### config.mk
export PLATFORM = sky130hd
export DESIGN_NAME = coin_vend_ctrl_flat
export DESIGN_NICKNAME = d
export VERILOG_FILES = /design/src/rtl/vend_pkg.sv /design/src/rtl/coin_vend_ctrl_if.sv /design/src/rtl/coin_value_decode.sv /design/src/rtl/coin_vend_ctrl.sv /design/src/flat_wrapper.sv
export SDC_FILE = /design/constraint.sdc
export NUM_CORES = 1
export LEC_CHECK = 0
export ABC_CLOCK_PERIOD_IN_PS = 2400
export CORE_MARGIN = 2
export CORE_UTILIZATION = 35
export CTS_CLUSTER_DIAMETER = 100
export DETAILED_ROUTE_END_ITERATION = 10
export GPL_TIMING_DRIVEN = 0
export PLACE_DENSITY = 0.73
export SYNTH_ARGS = -nofsm -noshare
export SYNTH_HDL_FRONTEND = slang
export SYNTH_SLANG_ARGS = --single-unit
### constraint.sdc
create_clock -name clock -period 2.4 [get_ports clock]
set_input_delay 0.48 -clock clock [delete_from_list [all_inputs] [get_ports clock]]
set_output_delay 0.48 -clock clock [all_outputs]
set_load 0.03 [all_outputs]
### src/rtl/vend_pkg.sv
// Shared types for the coin vending controller: coin encodings and FSM states.
package vend_pkg;

  typedef enum logic [1:0] {
    COIN_NONE   = 2'b00,
    COIN_CIRCLE = 2'b01,
    COIN_TRI    = 2'b10,
    COIN_PENT   = 2'b11
  } coin_t;

  typedef enum logic {
    VS_IDLE = 1'b0,
    VS_VEND = 1'b1
  } vend_state_t;

endpackage

### src/rtl/coin_vend_ctrl_if.sv
// Coin acceptor / dispenser / refund signal bundle between the controller and its environment.
interface coin_vend_ctrl_if
  import vend_pkg::*;
#(
  parameter int CREDIT_W = 4,
  parameter int PEND_W   = 2
);
  coin_t               coin;
  logic                cancel;
  logic                drop_ack;
  logic [CREDIT_W-1:0] credit;
  logic                drop;
  logic [PEND_W-1:0]   pending;
  logic                coin_reject;
  logic                refund_valid;
  logic [CREDIT_W-1:0] refund_amt;

  modport slave (
    input  coin, cancel, drop_ack,
    output credit, drop, pending, coin_reject, refund_valid, refund_amt
  );

  modport master (
    output coin, cancel, drop_ack,
    input  credit, drop, pending, coin_reject, refund_valid, refund_amt
  );
endinterface

### src/rtl/coin_value_decode.sv
// Maps an inserted coin to its credit value; one bit wider than the credit register
// so any legal coin value fits.
module coin_value_decode
  import vend_pkg::*;
#(
  parameter int CREDIT_W   = 4,
  parameter int VAL_CIRCLE = 1,
  parameter int VAL_TRI    = 3,
  parameter int VAL_PENT   = 5
) (
  input  coin_t             i_coin,
  output logic [CREDIT_W:0] o_val
);

  always_comb begin
    o_val = '0;
    case (i_coin)
      COIN_CIRCLE: o_val = (CREDIT_W+1)'(VAL_CIRCLE);
      COIN_TRI:    o_val = (CREDIT_W+1)'(VAL_TRI);
      COIN_PENT:   o_val = (CREDIT_W+1)'(VAL_PENT);
      default:     o_val = '0;
    endcase
  end

endmodule

### src/rtl/coin_vend_ctrl.sv
// Coin-accepting vending controller: credit accumulator, bounded queue of pending
// drops released by a dispenser handshake, coin rejection when full, refund on cancel.
module coin_vend_ctrl
  import vend_pkg::*;
#(
  parameter int CREDIT_W   = 4,
  parameter int PRICE      = 4,
  parameter int VAL_CIRCLE = 1,
  parameter int VAL_TRI    = 3,
  parameter int VAL_PENT   = 5,
  parameter int MAX_PEND   = 3,
  parameter int PEND_W     = $clog2(MAX_PEND + 1)
) (
  input  logic             clock,
  input  logic             reset,
  coin_vend_ctrl_if.slave  bus
);

  localparam logic [CREDIT_W:0] PRICE_X  = (CREDIT_W+1)'(PRICE);
  localparam logic [PEND_W-1:0] MAX_P    = PEND_W'(MAX_PEND);
  localparam logic [PEND_W-1:0] ONE_P    = PEND_W'(1);

  vend_state_t         r_state;
  vend_state_t         w_stateNext;
  logic [CREDIT_W-1:0] r_credit;
  logic [PEND_W-1:0]   r_pending;
  logic                r_coinReject;
  logic                r_refundValid;
  logic [CREDIT_W-1:0] r_refundAmt;

  logic [CREDIT_W:0]   w_val;
  logic [CREDIT_W:0]   w_sum;
  logic                w_coinIn;
  logic                w_ackEff;
  logic                w_vendReq;
  logic                w_reject;
  logic                w_vend;
  logic [CREDIT_W-1:0] w_creditAfter;
  logic [CREDIT_W-1:0] w_creditNext;
  logic [PEND_W-1:0]   w_pendingNext;

  coin_value_decode #(
    .CREDIT_W   (CREDIT_W),
    .VAL_CIRCLE (VAL_CIRCLE),
    .VAL_TRI    (VAL_TRI),
    .VAL_PENT   (VAL_PENT)
  ) u_decode (
    .i_coin (bus.coin),
    .o_val  (w_val)
  );

  // A full queue only blocks a vending coin if no slot frees up this same cycle.
  always_comb begin
    w_coinIn      = (bus.coin != COIN_NONE);
    w_ackEff      = bus.drop_ack && (r_state == VS_VEND);
    w_sum         = {1'b0, r_credit} + w_val;
    w_vendReq     = w_coinIn && (w_sum >= PRICE_X);
    w_reject      = w_vendReq && (r_pending == MAX_P) && !w_ackEff;
    w_vend        = w_vendReq && !w_reject;
    w_creditAfter = r_credit;
    if (w_coinIn && !w_reject) begin
      if (w_vendReq) w_creditAfter = CREDIT_W'(w_sum - PRICE_X);
      else           w_creditAfter = CREDIT_W'(w_sum);
    end
    w_creditNext  = bus.cancel ? '0 : w_creditAfter;
    w_pendingNext = r_pending + PEND_W'(w_vend) - PEND_W'(w_ackEff);
  end

  always_comb begin
    w_stateNext = r_state;
    case (r_state)
      VS_IDLE: if (w_vend) w_stateNext = VS_VEND;
      VS_VEND: if (w_ackEff && !w_vend && (r_pending == ONE_P)) w_stateNext = VS_IDLE;
      default: w_stateNext = VS_IDLE;
    endcase
  end

  always_ff @(posedge clock or posedge reset) begin
    if (reset) begin
      r_state       <= VS_IDLE;
      r_credit      <= '0;
      r_pending     <= '0;
      r_coinReject  <= 1'b0;
      r_refundValid <= 1'b0;
      r_refundAmt   <= '0;
    end else begin
      r_state       <= w_stateNext;
      r_credit      <= w_creditNext;
      r_pending     <= w_pendingNext;
      r_coinReject  <= w_reject;
      r_refundValid <= bus.cancel;
      if (bus.cancel) r_refundAmt <= w_creditAfter;
    end
  end

  assign bus.credit       = r_credit;
  assign bus.drop         = (r_state == VS_VEND);
  assign bus.pending      = r_pending;
  assign bus.coin_reject  = r_coinReject;
  assign bus.refund_valid = r_refundValid;
  assign bus.refund_amt   = r_refundAmt;

endmodule

### src/flat_wrapper.sv
// flat-port wrapper written by rule: the top's interface ports become plain ports
module coin_vend_ctrl_flat import vend_pkg::*;
#(
  parameter int CREDIT_W   = 4,
  parameter int PRICE      = 4,
  parameter int VAL_CIRCLE = 1,
  parameter int VAL_TRI    = 3,
  parameter int VAL_PENT   = 5,
  parameter int MAX_PEND   = 3,
  parameter int PEND_W     = $clog2(MAX_PEND + 1)
)
  (clock, reset, bus_coin, bus_cancel, bus_drop_ack, bus_credit, bus_drop, bus_pending, bus_coin_reject, bus_refund_valid, bus_refund_amt);
  coin_vend_ctrl_if #(.CREDIT_W(CREDIT_W), .PEND_W(PEND_W)) bus_i ();
  input  logic clock;
  input  logic reset;
  input wire logic [$bits(bus_i.coin)-1:0] bus_coin;
  input wire logic [$bits(bus_i.cancel)-1:0] bus_cancel;
  input wire logic [$bits(bus_i.drop_ack)-1:0] bus_drop_ack;
  output wire logic [$bits(bus_i.credit)-1:0] bus_credit;
  output wire logic [$bits(bus_i.drop)-1:0] bus_drop;
  output wire logic [$bits(bus_i.pending)-1:0] bus_pending;
  output wire logic [$bits(bus_i.coin_reject)-1:0] bus_coin_reject;
  output wire logic [$bits(bus_i.refund_valid)-1:0] bus_refund_valid;
  output wire logic [$bits(bus_i.refund_amt)-1:0] bus_refund_amt;
  assign bus_i.coin = bus_coin;
  assign bus_i.cancel = bus_cancel;
  assign bus_i.drop_ack = bus_drop_ack;
  assign bus_credit = bus_i.credit;
  assign bus_drop = bus_i.drop;
  assign bus_pending = bus_i.pending;
  assign bus_coin_reject = bus_i.coin_reject;
  assign bus_refund_valid = bus_i.refund_valid;
  assign bus_refund_amt = bus_i.refund_amt;
  coin_vend_ctrl #(.CREDIT_W(CREDIT_W), .PRICE(PRICE), .VAL_CIRCLE(VAL_CIRCLE), .VAL_TRI(VAL_TRI), .VAL_PENT(VAL_PENT), .MAX_PEND(MAX_PEND), .PEND_W(PEND_W)) u_core (.clock(clock), .reset(reset), .bus(bus_i));
endmodule
==> results.json <==
{
  "status": "complete, but fails checks",
  "violations": "negative setup slack",
  "synth_warnings": 0,
  "met3_usage_pct": 2.45,
  "syn_to_final_growth_pct": 63.4,
  "drc": 0,
  "wl_um": 1670,
  "finalCritPeriodShare_pct": 102,
  "syn_inst": 67,
  "critical_path.max_fanout": 4,
  "max_clock_freq_ghz": 0.409,
  "yosys.area.top_type_share_pct": 46.2,
  "setup.worst_path.start": "bus_coin[0]",
  "ant_nets": 0,
  "multi_input_area_um2": 474,
  "r2r_start": "u_core.bus.credit[1]",
  "grt_max_degree": 14,
  "synth_area_leaders": "dfrtp_1, ha_1, nor2_1",
  "top_usage_layer": "met2",
  "cts_htree_levels": 1,
  "fill_cells": 165,
  "cp-end-kind": "flop",
  "io_buffers": 18,
  "die_y_um": 48.9,
  "worst_slew_pin_slew_ns": 0.484,
  "finalMaxSlewViolations": 0,
  "initial_utilization_pct": 36.7,
  "numCtsBuffers": 3,
  "syn-num-nets": 80,
  "synth.largest_area_cell": "dfrtp_1",
  "hold_violations": 0,
  "vias_per_cell": 4.63,
  "dr.pass1.iters": 4,
  "min_period_ns": 2.45,
  "core-area_um2": 1920,
  "fin_area_um2": 1150,
  "max_slew_margin_pct": 67.7,
  "ys_seq_area_share_pct": 46.2,
  "cts-root-buf": "clkbuf_4",
  "rows": 16,
  "syn-cell-area_um2": 704,
  "cp-start-kind": "input port",
  "synth_seq_cells": 13,
  "wl_per_cell_um": 13.2,
  "drtIter0Drc": 7,
  "ys_types": 23,
  "drive_above_1_share_pct": 36.4,
  "syn_area_per_cell_um2": 10.5,
  "grt_pass1_wl_um": 2790,
  "n_antenna_cell": 0,
  "required_ns": 2.57,
  "cp.arrival_ns": 2.62,
  "ios": 19,
  "p_leak_uw": 0.000499,
  "max_cap_viol_count": 0,
  "die_w_um": 48.9,
  "fin_skew_ns": 0.00666,
  "dieArea_um2": 2390,
  "clockBufferDepth": 2,
  "ff_latch_area_um2": 327,
  "grt_pass1_vias": 605,
  "cts_tree": "yes",
  "grt-ovfl-total": 0,
  "final_nets": 113,
  "cts_sinks": 13,
  "cts.clk_slew.worst_paths_ns": 0.08,
  "clk_latency_ns": 0.28,
  "grt_util_met2_pct": 26.7,
  "hpwl_um": 1130,
  "power_density_nw_per_um2": 1500,
  "finalSetupViolations": 1,
  "critical_path_class": "input port to flop",
  "antenna_found_initial": 0,
  "synth_edf_count": 0,
  "use_met1_pct": 18.0,
  "vdd_drop_max_mv": 0.633,
  "dp_slack_ns": -0.862,
  "grt.total_usage_pct": 15.2,
  "gp_congestion": 0.773,
  "placed_area_um2": 967,
  "synthArstFlopShare_pct": 100,
  "hp-class": "input port to asynchronous set/reset pin",
  "ys.flop_type": "dfrtp_1",
  "worst_slack_ns": -0.0465,
  "rsz0062_at_grt": "yes",
  "via_count": 584
}
worst paths after layout:
check	endpoint	slack, ns	cells after the start
worst max-delay path	u_core.bus.pending[1]	-0.05	14
worst min-delay path	u_core.bus.pending[0]	0.52	2
worst max register to register	u_core.bus.pending[1]	-0.03	11
worst min register to register	u_core.bus.refund_amt[3]	0.53	1
max in group asynchronous	u_core.bus.credit[1]	1.52	2
min in group clock	u_core.bus.refund_amt[3]	0.53	1
stage by stage:
stage	TNS, ns	utilization, %	instances	hold slack (ns)	total power, µW
after detailed placement	-7.80	50.3	112	0.516	1330
after global placement	-7.11	50.3	112	0.494	1280
after global routing	-0.256	59.9	126	0.554	1850
final	-0.0465	59.9	126	0.517	1730
after CTS	-0.0505	57.3	125	0.532	1650
after floorplan	-0.183	-	67	0.357	1030
flip-flops by register name, summed over array words and instances (netlist names):
signal and cells:
u_core.bus.refund_amt 4, u_core.bus.refund_valid 1, u_core.bus.coin_reject 1, u_core.bus.credit 4, u_core.bus.drop 1, u_core.bus.pending 2
placed cells by master, fill, tap and decap left out, drive strengths merged, types with 2 or more instances in the layout:
master	n
clkdlybuf4s50	16
clkbuf	5
inv	5
nand2	4
nor2	11
nor2b	2
dfrtp	13
mux2i	3
xnor2	2
a21oi	7
buf	12
xor2	2
ha	6
a31oi	2
logic make-up after synthesis:
| group | synth area share [%] |
|---|---|
| DFF | 46.2 |
| and+or+nand+nor | 12.4 |
| muxes | 5.86 |
| xor gates and xnor gates | 6.04 |
| AOI/OAI and AO/OA | 12.8 |
| adders and majority gates | 13.5 |
| buffers and inverters | 3.20 |
area by class of cell:
cell class	instances	share of cell area (%)
buffer	1	0.326
clock buffer	4	2.28
tap	27	2.93
multi-input combinational	48	41.2
inverter	5	1.85
sequential	13	28.4
timing repair buffer	28	23.0
Yosys cell counts (2+ instances only):
library cell	instances
inv_1	5
xnor2_1	2
dfrtp_1	13
mux2i_1	3
nor2b_1	2
nor2_1	11
nand2_1	4
ha_1	6
a21oi_1	7
power by group:
| part | internal, µW | total [µW] | switching, µW |
|---|---|---|---|
| logic | 586 | 1190 | 600 |
| clock network | 64.5 | 134 | 69.3 |
| registers | 313 | 409 | 95.8 |
| total | 964 | 1730 | 765 |
metal layers:
metal	up-vias	share of wire, %
met5	-	0
met4	0	1.7
met3	3	2.3
met2	12	52
met1	283	44
li1	286	-
critical path, stage by stage:
cell,delay [ns]
buf_8,0.11
nor2_4,0.12
inv_4,0.05
ha_4,0.15
fa_2,0.37
xor2_4,0.18
ha_4,0.17
a211oi_4,0.30
nand2_2,0.10
nand2_2,0.08
nor2_2,0.05
ha_2,0.19
xnor2_2,0.14
xnor2_1,0.12
timing repair:
action	CTS	global route
hold buffers	0	0
cloned	0	0
endpoints found under the setup margin	12	9
setup buffers	9	1
resized for setup	19	8
pin swaps	11	5
No activity file was read; power rests on OpenSTA's default activity.
